**config.mk**
```make
export PLATFORM = sky130hd
export DESIGN_NAME = div_job_sequencer
export DESIGN_NICKNAME = d
export VERILOG_FILES = /design/src/rtl/div_job_sequencer.sv
export SDC_FILE = /design/constraint.sdc
export NUM_CORES = 1
export LEC_CHECK = 0
export CAP_MARGIN = 20
export CORE_MARGIN = 4
export CORE_UTILIZATION = 45
export DETAILED_ROUTE_END_ITERATION = 8
export GPL_TIMING_DRIVEN = 0
export MAX_ROUTING_LAYER = met4
export PLACE_DENSITY = 0.72
export SYNTH_ARGS = -nofsm -noshare
export SYNTH_HDL_FRONTEND = slang
export SYNTH_SLANG_ARGS = --single-unit
```
**constraint.sdc**
```tcl
create_clock -name aclk -period 8.7 [get_ports aclk]
set_clock_uncertainty 0.1 [all_clocks]
set_input_delay 1.74 -clock aclk [delete_from_list [all_inputs] [get_ports aclk]]
set_output_delay 1.74 -clock aclk [all_outputs]
set_load 0.02 [all_outputs]
```
**src/rtl/div_job_sequencer.sv**
```systemverilog
// Issues tagged jobs to a fixed-latency divider and returns results in order through a credit-protected FIFO.
// Optional feature macro DIV_SEQ_ZERO_GUARD_EN: divide-by-zero jobs return a saturated quotient and set div_zero.
module div_job_sequencer #(
  parameter int unsigned LATENCY      = 36,
  parameter int unsigned TAG_W        = 8,
  parameter int unsigned RESULT_DEPTH = 8
) (
  input  logic                          aclk,
  input  logic                          aresetn,
  input  logic                          s_job_tvalid,
  output logic                          s_job_tready,
  input  logic [31:0]                   s_job_dividend,
  input  logic [31:0]                   s_job_divisor,
  input  logic [TAG_W-1:0]              s_job_tag,
  output logic [31:0]                   m_axis_dividend_tdata,
  output logic                          m_axis_dividend_tvalid,
  output logic [31:0]                   m_axis_divisor_tdata,
  output logic                          m_axis_divisor_tvalid,
  input  logic [63:0]                   div_dout_tdata,
  output logic                          m_res_tvalid,
  input  logic                          m_res_tready,
  output logic [31:0]                   m_res_quotient,
  output logic [31:0]                   m_res_frac,
  output logic [TAG_W-1:0]              m_res_tag,
  output logic                          m_res_div_zero,
  output logic [$clog2(RESULT_DEPTH):0] inflight
);
  localparam int unsigned AW = $clog2(RESULT_DEPTH);
  localparam int unsigned CW = AW + 1;

  logic             w_accept, w_capture, w_pop;
  logic [CW-1:0]    w_inflight_nxt, w_count_nxt;
  logic [CW:0]      w_credit_used;
  logic [31:0]      w_issue_divisor, w_cap_quot, w_cap_frac;

  logic             r_tready;
  logic [CW-1:0]    r_inflight, r_count;
  logic [AW-1:0]    r_wptr, r_rptr;
  logic [31:0]      r_dividend, r_divisor;
  logic             r_issue_valid;
  logic [LATENCY:0] r_pv;
  logic [TAG_W-1:0] r_ptag [LATENCY+1];
  logic [31:0]      r_mq   [RESULT_DEPTH];
  logic [31:0]      r_mf   [RESULT_DEPTH];
  logic [TAG_W-1:0] r_mt   [RESULT_DEPTH];

  assign w_accept  = s_job_tvalid & r_tready;
  assign w_capture = r_pv[LATENCY];
  assign w_pop     = m_res_tvalid & m_res_tready;

  // A capture moves a job from inflight to the FIFO, so the credit sum only moves on accept/pop.
  always_comb begin
    w_inflight_nxt = r_inflight + CW'(w_accept) - CW'(w_capture);
    w_count_nxt    = r_count + CW'(w_capture) - CW'(w_pop);
    w_credit_used  = {1'b0, w_inflight_nxt} + {1'b0, w_count_nxt};
  end

`ifdef DIV_SEQ_ZERO_GUARD_EN
  logic             w_job_zero;
  logic [LATENCY:0] r_pz, r_pn;
  logic             r_mz [RESULT_DEPTH];

  assign w_job_zero      = (s_job_divisor == '0);
  assign w_issue_divisor = w_job_zero ? 32'd1 : s_job_divisor;

  always_comb begin
    w_cap_quot = div_dout_tdata[63:32];
    w_cap_frac = div_dout_tdata[31:0];
    if (r_pz[LATENCY]) begin
      w_cap_quot = r_pn[LATENCY] ? 32'h8000_0000 : 32'h7FFF_FFFF;
      w_cap_frac = '0;
    end
  end

  always_ff @(posedge aclk) begin
    if (!aresetn) begin
      r_pz <= '0;
      r_pn <= '0;
      for (int unsigned i = 0; i < RESULT_DEPTH; i++) r_mz[i] <= 1'b0;
    end else begin
      r_pz <= {r_pz[LATENCY-1:0], w_job_zero};
      r_pn <= {r_pn[LATENCY-1:0], s_job_dividend[31]};
      if (w_capture) r_mz[r_wptr] <= r_pz[LATENCY];
    end
  end

  assign m_res_div_zero = r_mz[r_rptr];
`else
  assign w_issue_divisor = s_job_divisor;
  assign w_cap_quot      = div_dout_tdata[63:32];
  assign w_cap_frac      = div_dout_tdata[31:0];
  assign m_res_div_zero  = 1'b0;
`endif

  always_ff @(posedge aclk) begin
    if (!aresetn) begin
      r_tready      <= 1'b0;
      r_inflight    <= '0;
      r_count       <= '0;
      r_wptr        <= '0;
      r_rptr        <= '0;
      r_dividend    <= '0;
      r_divisor     <= '0;
      r_issue_valid <= 1'b0;
      r_pv          <= '0;
      for (int unsigned i = 0; i < RESULT_DEPTH; i++) begin
        r_mq[i] <= '0;
        r_mf[i] <= '0;
        r_mt[i] <= '0;
      end
    end else begin
      r_tready      <= (w_credit_used < (CW+1)'(RESULT_DEPTH));
      r_inflight    <= w_inflight_nxt;
      r_count       <= w_count_nxt;
      r_issue_valid <= w_accept;
      if (w_accept) begin
        r_dividend <= s_job_dividend;
        r_divisor  <= w_issue_divisor;
      end
      r_pv <= {r_pv[LATENCY-1:0], w_accept};
      if (w_capture) begin
        r_mq[r_wptr] <= w_cap_quot;
        r_mf[r_wptr] <= w_cap_frac;
        r_mt[r_wptr] <= r_ptag[LATENCY];
        r_wptr       <= r_wptr + AW'(1);
      end
      if (w_pop) r_rptr <= r_rptr + AW'(1);
    end
  end

  // Tags only matter where the matching valid bit is set, so this shift needs no reset.
  always_ff @(posedge aclk) begin
    r_ptag[0] <= s_job_tag;
    for (int unsigned i = 1; i <= LATENCY; i++) r_ptag[i] <= r_ptag[i-1];
  end

  assign s_job_tready           = r_tready;
  assign m_axis_dividend_tdata  = r_dividend;
  assign m_axis_dividend_tvalid = r_issue_valid;
  assign m_axis_divisor_tdata   = r_divisor;
  assign m_axis_divisor_tvalid  = r_issue_valid;
  assign m_res_tvalid           = (r_count != '0);
  assign m_res_quotient         = r_mq[r_rptr];
  assign m_res_frac             = r_mf[r_rptr];
  assign m_res_tag              = r_mt[r_rptr];
  assign inflight               = r_inflight;

endmodule

```
* After elaboration in Yosys (flattened, before gate mapping)
Memories as Yosys holds them, arrays and structs flattened. A register that Yosys moved wholly into a read port is not among the register bits.
Index checks and enable logic that the tools add are counted.
** Operators by class
- Muxes and demuxes :: 19
- Add/sub/neg operators :: 7
- Bitwise gates (word level) :: 2
- $lt $le $gt $ge :: 1
- Reduce and logical (&&, ||, !) cells :: 4
** Operator list (number)
- $mux 32 :: 2
- $reduce_or 32->1 :: 2
- $mux 3 :: 9
- $add 4x1->4 :: 2
- $mux 8 :: 1
- $reduce_or 8->1 :: 1
- $sub 4x1->4 :: 2
- $mux 1 :: 7
- $add 3x1->3 const B :: 2
- $add 4x4->5 :: 1
- $lt 5x4->1 const B :: 1
- $reduce_bool 4->1 :: 1
- $and 1x1->1 :: 2
** Word-level totals
- RAM bits :: 872
- Flip-flop bits (word level) :: 117
- Input bits :: 140
- Memories :: 4
- Word-level logic and storage cells :: 46
** Memories
- r_ptag :: depth 37, bits a word 8, read ports 37, clocked after Yosys merged registers in 0, write ports 37, RTL line 42 : logic [TAG_W-1:0] r_ptag [LATENCY+1];
- r_mf :: depth 8, bits a word 32, read ports 1, clocked after Yosys merged registers in 1, write ports 8, RTL line 44 : logic [31:0] r_mf [RESULT_DEPTH];
- r_mq :: depth 8, bits a word 32, read ports 1, clocked after Yosys merged registers in 1, write ports 8, RTL line 43 : logic [31:0] r_mq [RESULT_DEPTH];
- r_mt :: depth 8, bits a word 8, read ports 1, clocked after Yosys merged registers in 1, write ports 8, RTL line 45 : logic [TAG_W-1:0] r_mt [RESULT_DEPTH];

* Depth between registers and ports, before layout
Gate-level depths: netlist (run 1).
- Word-level depth :: 5
- Mapped depth :: 12
- Gate-level depth less buffers :: 12

* Least setup slack after synthesis (run 1)
No wires, ideal clock.
- Path kind :: in2reg
- From :: in aresetn
- To :: mem r_mf[4][0] (enable)
- Setup time :: 0.602 ns
- Path slack :: 0.576 ns
- Data required time :: 7.998 ns
- Arrival :: 7.422 ns
- Buffers on the path :: 1
- Stages :: 3
- Path through :: buf_2 > or3b_4 > o21ai_0
** RTL lines
- start: declaration :: RTL line 9 : input logic aresetn,
- end: declaration :: RTL line 44

==> results of run 1 <==
-- placed cells by master, fill, tap and decap left out, types with 3 or more instances in the layout --
master,count
and2_1,619
edfxtp_1,576
dfxtp_1,415
clkdlybuf4s50_1,282
mux4_2,144
nand2_1,137
clkbuf_16,105
clkbuf_1,90
a21oi_1,68
mux2_4,60
buf_12,20
clkinv_2,20
buf_2,18
clkbuf_2,17
clkbuf_8,16
ha_1,13
mux2_2,12
buf_1,11
buf_16,9
inv_1,8
mux2i_1,8
o21ai_4,6
nor2_1,6
inv_6,5
clkinv_4,5
diode_2,4
nand3_1,4
xor2_1,4
clkinv_1,4
buf_8,4
xnor2_1,3
buf_6,3
nand2b_1,3
inv_4,3
-- synth_stat cells, types with 11 or more instances --
library cell	count	share of area, %
and2_1	619	11
edfxtp_1	576	48
dfxtp_1	415	23
mux4_2	144	9.0
nand2_1	137	1.4
clkbuf_1	73	0.76
a21oi_1	68	0.95
mux2_4	60	2.5
buf_2	18	0.25
clkbuf_2	15	0.21
ha_1	13	0.45
mux2_2	12	0.38
buf_1	11	0.12
-- worst min-delay path by stage --
stage,from,endpoint,slack (ps),depth (start not counted)
final,r_ptag[1][16],r_ptag[1][24],210,0
after global routing,r_ptag[1][41],r_ptag[1][49],210,0
after CTS,r_ptag[2][23],r_ptag[2][31],200,0
after detailed placement,r_ptag[0][25],r_ptag[0][33],210,0
after global placement,r_ptag[2][0],r_ptag[2][8],210,0
after floorplan,r_ptag[0][2],r_ptag[0][10],210,0
-- critical path: stages (launching register included) --
cell,delay (ps)
dfxtp_1,310
buf_2,420
buf_2,510
buf_2,400
mux4_2,360
mux2_4,270
clkdlybuf4s50_1,670
-- power groups by stage --
| stage | combinational, mW | sequential [mW] | clock [mW] |
|---|---|---|---|
| floorplan | 1.05 | 5.41 | 0 |
| global placement | 1.77 | 5.40 | 0 |
| detailed placement | 1.82 | 5.38 | 0 |
| CTS | 1.82 | 5.28 | 4.24 |
| global route | 1.91 | 5.30 | 4.44 |
| finish | 1.79 | 5.28 | 4.16 |
-- flip-flops by register name, indices dropped and copies added (netlist names), named ones only --
| register | cells |
|---|---|
| r_ptag | 296 |
| r_mf | 256 |
| r_mq | 256 |
| r_mt | 64 |
| r_pv | 37 |
| m_axis_dividend_tdata | 32 |
| m_axis_divisor_tdata | 32 |
| inflight | 4 |
| r_count | 4 |
| r_rptr | 3 |
| r_wptr | 3 |
| s_job_tready | 1 |
-- cell type report --
| class | count | area (um^2) | area share, % |
|---|---|---|---|
| Sequential cell | 991 | 25600 | 58.2 |
| Multi-Input combinational cell | 1108 | 9690 | 22.0 |
| Timing Repair Buffer | 310 | 3410 | 7.76 |
| Clock buffer | 140 | 2920 | 6.64 |
| Tap cell | 1050 | 1310 | 2.99 |
| Buffer | 127 | 647 | 1.47 |
| Clock inverter | 43 | 337 | 0.765 |
| Inverter | 9 | 33.8 | 0.0768 |
| Antenna cell | 4 | 10.0 | 0.0228 |
-- routing by layer --
layer	part of all wire (%)	wire [um]
met2	51	41100
met5	0	0
met4	2.7	2160
met3	6.7	5400
met1	40	31800
-- cell families after synthesis --
kind of cell,count (synthesis),synth area share (%)
xor gates and xnor gates,7,0.171
muxes,224,12.2
DFF,991,71.4
AOI/OAI and AO/OA,77,1.10
adders and majority gates,15,0.565
buffers and inverters,136,1.90
and+or+nand+nor,784,12.7
other,1,0.0105
-- stage by stage --
step	worst slack, ps	std cells	instance area [um^2]
CTS	3210	3778	44000
global placement	-4590	3567	40000
floorplan	576	2235	35900
global route	3150	3780	44000
detailed placement	3410	3595	40700
finish	3280	3782	44000
==> flow_summary.ini, run 1 <==
[sta]
fmax_ghz = 0.184
relSlewSlack_pct = 32.2
fin_setup_tns_ps = 0
hold_slack_ps = 208
final-setup-viol-count = 0
rsz0062_at_grt = false
finalHoldViolCount = 0
finalCritPeriodShare_pct = 62.3
maxSlewViolCount = 0
finalCriticalPeriod_ps = 5420
worst_pin_slew_ps = 1020

[drt]
drc_errors = 0
final_antenna_net_count = 0
drtPass1Iterations = 5
wire_per_inst_um = 21.3
drtIter0Drc = 1271
via_per_inst = 5.08
vias = 19200
drt-total-wl_mm = 80.5

[power]
internal_power_mw = 8.49
vdd_drop_max_mv = 0.151
power_switching_mw = 2.74
p_sw_share_pct = 24.4
power_mw = 11.2
leakage_nw = 15.9
power_density_nw_per_um2 = 255
clockPowerShare_pct = 37.1
p_seq_share_pct = 47.0
pwr-share-comb_pct = 15.9

[clocking]
cts.sinks = 991
postCtsSetupBuffers = 0
insertion_delay_ps = 640
ctsRootBufferMaster = clkbuf_16
cts_buffers = 98
cts_resized = 0
htree_levels = 3
cts_hold_buffers = 0
path_clk_slew_ps = 60
clockBufferDepth = 3
cts_tree = done

[synth]
yosysWarningCount = 0
syn_nets = 2390
async_flop_share_pct = 0
avgSynthCellArea_um2 = 16.1
synth_cell_types = 38
synth_ff_type = edfxtp_1
synth_seq_cells = 991
ys_seq_area_share_pct = 71.4
synth_area_um2 = 35900
netlist_instances = 2235
synth-edff-count = 576

[setup_path]
critPathLaunchType = flip-flop
path_class = flip-flop to primary output
timing.critical_path.to = m_res_quotient[13]
rr_endpoint = s_job_tready
cp.arrival_ps = 3580
worst_r2r_path_depth = 12
required_ps = 6860
r2r_slack_ps = 5230
crit_path_max_fanout = 11
worst_setup_path_end_kind = primary output
r2r_start = r_count[2]

[global_routing]
grt_start_max_net_pins = 44
busiest_layer = met2
met2_usage_pct = 33.3
grt_pass1_vias = 20700
grt_use_met3_pct = 4.32
grt_pass1_wl_mm = 122
grt_util_met1_pct = 23.5
grt_overflow = 0
antenna_found_initial = 3
grt_usage_pct = 19.5

[die]
dieArea_um2 = 84300
num_rows = 103
initial_core_util_pct = 45.4
fp.dieW_um = 290
design.core.area_um2 = 79000
die_h_um = 290
ios = 285

[outcome]
status = finished, final reports clean

[finish]
area_delta_synth_final_pct = 22.6
fin_nets = 2800
drive_gt1_share_pct = 17.2
fillers = 6197
postLayoutCoreUtil_pct = 55.7

[worst_hold_path]
hold_path_class = flip-flop to flip-flop

[placement]
portBuffers = 282
gp_congestion = 0.825
hpwl_mm = 54.0

[run]
maxCapViolCount = 0
(Power assumes the default switching activity.)
==> inputs of run 2 (changes only) <==
Settings changed: PLACE_DENSITY 0.72 to 0.75.
Clock period 8.7 ns to 4.96 ns, I/O delays scaled along.
==> run 2 against run 1 <==
  * Power is 75% higher
  * Register-to-register slack worse by 3500 ps
  * Final cell count hardly changed
  * Via count hardly changed
  * Setup slack worse by 2900 ps
  * Design area hardly changed
  * Sequential share of layout area hardly changed
  * Combinational power is 74% higher
  * Routed wire length is 2.3% lower
  * Critical endpoint is now m_res_quotient[10]
  * Largest power group unchanged
==> flow_summary.ini, run 2 (synthesized netlist as in run 1, its figures left out) <==
[placement]
gp_congestion = 0.883
dpl_cell_area_um2 = 40700
placed_cells = 3594
portBuffers = 282
hpwl_mm = 53.0

[sta]
final-setup-viol-count = 0
fmax_ghz = 0.216
maxSlewViolCount = 0
rsz0062_at_grt = false
finalCritPeriodShare_pct = 93.3
finalCriticalPeriod_ps = 4630
relSlewSlack_pct = 30.7
worst_pin_slew_ps = 1040
finalHoldViolCount = 0

[global_routing]
grt_usage_pct = 19.2
grt_pass1_vias = 20700
grt_start_max_net_pins = 50
grt_pass1_wl_mm = 120
grt_overflow = 0
antenna_found_initial = 8

[power]
power_mw = 19.7
leakage_nw = 15.9
power_density_nw_per_um2 = 448
vdd_drop_max_mv = 0.263

[finish]
final_common_cell = and2_1
top_regs = r_ptag x296, r_mf x256, r_mq x256
fin_area_um2 = 43900
top_register = r_ptag
fin_nets = 2798
fin_cells = 3780
fillers = 6131
drive_gt1_share_pct = 16.7
final_cell_mix = and2_1, edfxtp_1, dfxtp_1
largest_reg_flops = 296
area_delta_synth_final_pct = 22.5

[clocking]
insertion_delay_ps = 630
cts_buffers = 97
htree_levels = 3
path_clk_slew_ps = 60
ctsRootBufferMaster = clkbuf_16
clockBufferDepth = 3
postCtsSetupBuffers = 0
cts_tree = done
cts_hold_buffers = 0
cts.sinks = 991
cts_resized = 0

[setup_path]
cp.arrival_ps = 3540
path_class = flip-flop to primary output
crit_path_max_fanout = 10
worst_setup_path_end_kind = primary output
required_ps = 3870
critPathLaunchType = flip-flop
r2r_start = r_count[2]
worst_r2r_path_depth = 12

[drt]
vias = 19200
drtPass1Iterations = 5
via_per_inst = 5.08
wire_per_inst_um = 20.8
drc_errors = 0
drt-total-wl_mm = 78.7
drtIter0Drc = 1450
final_antenna_net_count = 0

[die]
initial_core_util_pct = 45.4
design.core.area_um2 = 79000
num_rows = 103
fp.dieW_um = 290
die_h_um = 290
ios = 285
dieArea_um2 = 84300

[worst_hold_path]
hp-start = r_ptag[1][20]
hold_path_class = flip-flop to flip-flop
min_delay_path_depth = 0

[run]
maxCapViolCount = 0

[outcome]
status = finished, final reports clean
-- run 2: cell count changes in the layout (fill, tap and decap cells not counted), moves of 3 or more --
cell,previous run,this run
clkinv_1,4,10
clkbuf_8,16,11
inv_6,5,2
bufinv_16,1,5
diode_2,4,8
clkinv_4,5,2
clkinv_2,20,14
-- run 2: path summary, 6_finish.rpt --
check | end | slack (ps)
worst max-delay path | m_res_quotient[10] | 330
worst min-delay path | r_ptag[1][28] | 220
worst max register to register | s_job_tready | 1700
worst min register to register | r_ptag[1][28] | 220
-- run 2: per-stage QoR --
stage	hold slack, ps	setup slack (ps)	util (%)	TNS [ps]
finish	218	330	55.6	0
global route	219	225	55.6	0
CTS	215	277	55.6	0
detailed placement	212	843	51.5	0
global placement	210	-3520	50.7	-1382710
floorplan	210	-167	-	-48140
-- run 2: power by group --
| part | leakage, nW | internal (mW) | switching (mW) |
|---|---|---|---|
| logic | 5.26 | 1.58 | 1.53 |
| registers | 9.05 | 9.11 | 0.141 |
| clock network | 1.61 | 4.28 | 3.04 |
-- run 2: worst max-delay path: stages (launching register included) --
cell and delay [ps]:
dfxtp_1 300, buf_2 410, buf_2 490, buf_2 390
mux4_2 360, mux2_4 270, clkdlybuf4s50_1 690
-- run 2: layout make-up --
cell class | instances | area (um^2) | share of cell area (%)
multi-input combinational | 1108 | 9690 | 22.0
timing repair buffer | 309 | 3390 | 7.71
buffer | 127 | 647 | 1.47
clock inverter | 43 | 419 | 0.954
tap | 1050 | 1310 | 2.99
clock buffer | 135 | 2830 | 6.45
inverter | 9 | 33.8 | 0.0769
antenna | 8 | 20.0 | 0.0456
sequential | 991 | 25600 | 58.3
-- run 2: metal layers --
layer	track usage, %	part of all wire (%)
met5	-	0
met4	6.27	3.2
met3	4.77	7.0
met2	32.8	51
met1	22.3	39
